## src/rtl/bcd_countdown_ctrl.sv

```systemverilog
`default_nettype none
// ============================================================================
// Module      : bcd_countdown_ctrl
// Description : Keypad-loaded BCD mm:ss countdown timer with run/pause/done
//               control and a tick-timed alarm for the microwave controller.
// Revision    : 1.0 - initial release
// ============================================================================
module bcd_countdown_ctrl #(
    parameter int MIN_DIGITS  = 2,
    parameter int ALARM_TICKS = 3
) (
    input  logic                        clock,
    input  logic                        clrn,
    input  logic                        tick,
    input  logic [3:0]                  data,
    input  logic                        key_valid,
    input  logic                        start,
    input  logic                        stop,
    input  logic                        cancel,
    output logic [4*(MIN_DIGITS+2)-1:0] digits,
    output logic                        zero,
    output logic [1:0]                  state,
    output logic                        running,
    output logic                        done_pulse,
    output logic                        alarm
);

    localparam int c_N  = MIN_DIGITS + 2;
    localparam int c_W  = 4 * c_N;
    localparam int c_AW = $clog2(ALARM_TICKS + 1);
    localparam logic [c_AW-1:0] c_ALARM = c_AW'(ALARM_TICKS);

    typedef enum logic [1:0] {
        S_IDLE  = 2'd0,
        S_RUN   = 2'd1,
        S_PAUSE = 2'd2,
        S_DONE  = 2'd3
    } state_t;

    state_t           r_state;
    state_t           w_state_nxt;
    logic [c_W-1:0]   r_digits;
    logic [c_W-1:0]   w_digits_nxt;
    logic [c_W-1:0]   w_dec;
    logic [c_W-1:0]   w_shift;
    logic [c_N-1:0]   w_borrow;
    logic [c_AW-1:0]  r_acnt;
    logic [c_AW-1:0]  w_acnt_nxt;
    logic             r_done_pulse;
    logic             w_done_nxt;
    logic             w_zero;
    logic             w_dec_zero;
    logic             w_key_ok;

    // Mixed-radix borrow chain: sec tens wraps 0->5, every other digit 0->9.
    assign w_borrow[0] = 1'b1;

    generate
        for (genvar i = 0; i < c_N; i++) begin : g_dec
            localparam logic [3:0] c_MAX = (i == 1) ? 4'd5 : 4'd9;
            assign w_dec[4*i +: 4] = !w_borrow[i] ? r_digits[4*i +: 4] :
                                     (r_digits[4*i +: 4] == 4'd0) ? c_MAX :
                                     r_digits[4*i +: 4] - 4'd1;
            if (i < c_N - 1) begin : g_borrow
                assign w_borrow[i+1] = w_borrow[i] && (r_digits[4*i +: 4] == 4'd0);
            end
        end
    endgenerate

    assign w_shift    = {r_digits[c_W-5:0], data};
    assign w_zero     = (r_digits == '0);
    assign w_dec_zero = (w_dec == '0);
    assign w_key_ok   = key_valid && (data <= 4'd9);

    always_comb begin
        w_state_nxt  = r_state;
        w_digits_nxt = r_digits;
        w_acnt_nxt   = r_acnt;
        w_done_nxt   = 1'b0;
        case (r_state)
            S_IDLE: begin
                if (cancel) begin
                    w_digits_nxt = '0;
                end else if (start) begin
                    if (!w_zero) w_state_nxt = S_RUN;
                end else if (stop) begin
                    w_digits_nxt = '0;
                end else if (w_key_ok) begin
                    w_digits_nxt = w_shift;
                end
            end
            S_RUN: begin
                if (cancel) begin
                    w_state_nxt  = S_IDLE;
                    w_digits_nxt = '0;
                end else if (stop) begin
                    w_state_nxt = S_PAUSE;
                end else if (tick && !w_zero) begin
                    w_digits_nxt = w_dec;
                    if (w_dec_zero) begin
                        w_state_nxt = S_DONE;
                        w_done_nxt  = 1'b1;
                        w_acnt_nxt  = c_ALARM;
                    end
                end
            end
            S_PAUSE: begin
                if (cancel) begin
                    w_state_nxt  = S_IDLE;
                    w_digits_nxt = '0;
                end else if (start) begin
                    w_state_nxt = S_RUN;
                end else if (stop) begin
                    w_state_nxt  = S_IDLE;
                    w_digits_nxt = '0;
                end
            end
            S_DONE: begin
                if (cancel || start || stop) begin
                    w_state_nxt = S_IDLE;
                end else if (w_key_ok) begin
                    w_digits_nxt = {{(c_W-4){1'b0}}, data};
                    w_state_nxt  = S_IDLE;
                end else if (tick) begin
                    w_acnt_nxt = r_acnt - c_AW'(1);
                    if (r_acnt <= c_AW'(1)) begin
                        w_acnt_nxt  = '0;
                        w_state_nxt = S_IDLE;
                    end
                end
            end
            default: w_state_nxt = S_IDLE;
        endcase
    end

    always_ff @(posedge clock) begin
        if (!clrn) begin
            r_state      <= S_IDLE;
            r_digits     <= '0;
            r_acnt       <= '0;
            r_done_pulse <= 1'b0;
        end else begin
            r_state      <= w_state_nxt;
            r_digits     <= w_digits_nxt;
            r_acnt       <= w_acnt_nxt;
            r_done_pulse <= w_done_nxt;
        end
    end

    assign digits     = r_digits;
    assign zero       = w_zero;
    assign state      = r_state;
    assign running    = (r_state == S_RUN);
    assign alarm      = (r_state == S_DONE);
    assign done_pulse = r_done_pulse;

endmodule
`default_nettype wire

```

## config.mk

```make
export PLATFORM = sky130hd
export DESIGN_NAME = bcd_countdown_ctrl
export DESIGN_NICKNAME = d
export VERILOG_FILES = /design/src/rtl/bcd_countdown_ctrl.sv
export SDC_FILE = /design/constraint.sdc
export NUM_CORES = 1
export LEC_CHECK = 0
export ABC_AREA = 1
export CELL_PAD_IN_SITES_DETAIL_PLACEMENT = 0
export CELL_PAD_IN_SITES_GLOBAL_PLACEMENT = 1
export CORE_ASPECT_RATIO = 0.5
export CORE_MARGIN = 2
export CORE_UTILIZATION = 37
export CTS_CLUSTER_SIZE = 16
export DETAILED_ROUTE_END_ITERATION = 8
export PLACE_DENSITY = 0.86
export SETUP_SLACK_MARGIN = 0.5
export SLEW_MARGIN = 20
export SYNTH_ARGS = -nofsm -noshare
export SYNTH_HDL_FRONTEND = slang
export SYNTH_SLANG_ARGS = --single-unit
```

## constraint.sdc

```tcl
create_clock -name clock -period 3.1 [get_ports clock]
set_clock_uncertainty 0.05 [all_clocks]
set_input_delay 0.465 -clock clock [delete_from_list [all_inputs] [get_ports clock]]
set_output_delay 0.465 -clock clock [all_outputs]
set_load 0.01 [all_outputs]
```

==> results.md <==
- Status: completed
- Final hold violation count: 0
- Count of final max-slew check failures: 0
- Port Buffers: 32
- Worst Setup End Kind: flop
- CP max stage cell: clkdlybuf4s50_1
- Drt pass-1 iters: 4
- Die Width: 95.7 um
- Final nets: 308
- Synth area leader: dfxtp_1
- Tmin final: 2290 ps
- Remaining DRCs: 0
- Max_cap viols: 0
- Antenna violations before repair: 0
- Worst VDD drop: 0.427 mV
- Detailed placement HPWL: 3390 um
- Layout cell share with drive strength beyond 1: 9.46%
- Placer congestion estimate: 0.832
- Flop and latch count out of synthesis: 21
- Prevailing post-synth register cell: dfxtp_1
- Hold WS: 436 ps
- Clock-pin slew on the worst setup and hold paths: about 80 ps
- First DRT Iteration DRCs: 162
- Register area share after synthesis: between 20% and 30%
- Setup TNS Final: 0 ps
- Syn Area/Cell: between 6 and 7 um^2
- Dominant cells by area after synthesis: dfxtp_1, nand2_1, o21ai_0
- CTS sink cnt: 21
- Switching share of power: between 50% and 60%
- CTS tree: done
- Mapped Area: between 1500 and 2000 um^2
- Met2 WL: 1800 um
- Ant diodes: 0
- Share of the synthesized area in the top cell type: 27.0%
- Met3 Routed Length: 347 um
- HP Start: r_acnt[0]
- RSZ-0062 raised after global routing: false
- Crit path launch: stop
- Reg2Reg Depth: 11
- Power share of the clock group: 8.7%
- Ys Warns: 0
- Worst hold stages: 2
- Top post-synthesis cells by count: nand2_1, inv_1, nor2_1
- GRT overflow: 0
- Internal: 1040 uW
- CTS Root Cell: clkbuf_8
- First-pass GRT wire length: 7380 um
- Max Buffers Root-to-Sink: 2
- CP required: 3200 ps
- Avg WL per Cell: 12.6 um
- Vias: ~1800
- CTS H-tree lvls: 1
- Detail Route Antenna Nets: 0
- Max layer used: met4
- Hold Crit Class: reg2reg
- Net Sw Power: 1110 uW
- Core Area: a little under 4000 um^2
- Starting Density: between 30% and 40%
- Final Total Pwr: 2160 uW
- Final Util: around half
- Most common cell in the netlist: nand2_1
- Slew at the pin closest to its max-slew limit: 423 ps
- Worst slew margin: a little under three quarters
- Drt total wl: 4420 um
- Num CTS Buffers: 3
- Met1 Wirelength: 2250 um
- Die Y: ~50 um
- Largest net degree at the start of global routing: 29
- Synthesized instance count: 258
- Crit path arrival time: approximately 2400 ps
- R2r startpoint: digits[10]
- Crit path kind: in2reg
- GRT Util Overall: between 10% and 20%
- Fmax: around 440 MHz
- Startpoint Class: primary input
- Mapped Nets: 269
- Period utilization: between 70 and 80%
- Pleak: 0.000865 uW
- Number of core rows: 16
- Die ar.: between 4000 and 5000 um^2
- Asr flop ratio synth: 0%
- Vias in the first global route: roughly 1500
- Area grow syn2layout: 30.0%
- Later-pin clock latency in the skew report: 260 ps
- CP Max Fanout: 28
- Post-synth EDFFs: 0
- Slowest stage delay, CP: 470 ps
- CP Cell Sequence: clkdlybuf4s50_1 > or2_4 > nor2_4 > nor2_2 > nor4b_4 > nand2_4 > o21ai_0 > a21oi_1
- Power Dens Cells: 1070 nW/um^2
- Sequential power share: 22.6%
- Synth cell types: 32
- Ports: 33
- Logic pwr share: 68.7%
- Vias per inst: 5.15
- Final setup vio count: 0
==> layout make-up <==
| type | count | area [um^2] |
|---|---|---|
| clock buffer | 4 | 45.0 |
| fill | 418 | 1940 |
| inverter | 35 | 131 |
| multi-input combinational | 198 | 990 |
| sequential | 21 | 420 |
| tap | 54 | 67.6 |
| timing repair buffer | 38 | 368 |
==> power by group through the flow <==
stage	Clock [uW]	Sequential, uW	Combinational (uW)
finish	188	488	1480
global route	212	509	1670
CTS	195	483	1420
detailed placement	0	489	1400
global placement	0	487	1400
floorplan	0	512	945
==> per-stage QoR <==
step                setup WS [ps]  cell area [um^2]  std cells
global placement              592              1930        342
floorplan                    1250              1560        258
CTS                           501              1980        346
finish                        814              2020        350
detailed placement            535              1930        342
global route                  562              2020        350
==> layout by cell type, fill, tap and decap left out, types with 2 or more instances in the layout <==
cell	synthesis	final
nor2_4	4	6
nand4_1	5	5
buf_4	1	6
o21ai_0	26	26
nand2_1	67	67
clkbuf_8	0	3
o22ai_1	2	2
o21ai_1	5	5
dfxtp_1	21	21
inv_1	33	33
a21oi_1	25	25
nor2_2	4	3
nor3_1	3	3
clkdlybuf4s50_1	0	31
nand3_1	10	10
nor2_1	31	30
nand2_2	3	3
==> per-layer routing <==
| metal | track usage [%] | vias to the layer above |
|---|---|---|
| met5 | 0 | - |
| met4 | 2.86 | 0 |
| met3 | 4.28 | 2 |
| met2 | 27.5 | 57 |
| met1 | 31.5 | 814 |
| li1 | - | 931 |
==> state kept, by name, indices dropped and copies added, names as in the netlist <==
name / flops
digits: 16
done_pulse: 1
r_acnt: 2
state: 2
==> cells by family (layout without fill, tap and decap cells) <==
family          Yosys count  count (layout)  synth area share [%]
simple gates            131             131                  38.8
compound gates           67              67                  24.1
buf+inv                  39              77                  10.1
flops                    21              21                  27.0
==> critical path, delay by kind of cell <==
| kind | cells | cell delay, ps |
|---|---|---|
| buffers and inverters | 1 | 470 |
| AND/OR/NAND/NOR | 5 | 1160 |
| AO/OA/AOI/OAI | 2 | 290 |
==> path summary, 6_finish.rpt <==
kind,end,slack (ps)
worst max-delay path,digits[2],810
worst min-delay path,r_acnt[0],440
worst max register to register,digits[2],1090
worst min register to register,r_acnt[0],440
==> timing repair <==
| action | CTS | global route |
|---|---|---|
| setup buffers | 0 | 4 |
| pin swaps | 0 | 2 |
| endpoints found under the setup margin | 1 | 1 |
| gates resized for setup | 1 | 3 |
| hold buffers | 0 | 0 |
No activity file was read; power rests on OpenSTA's default activity.
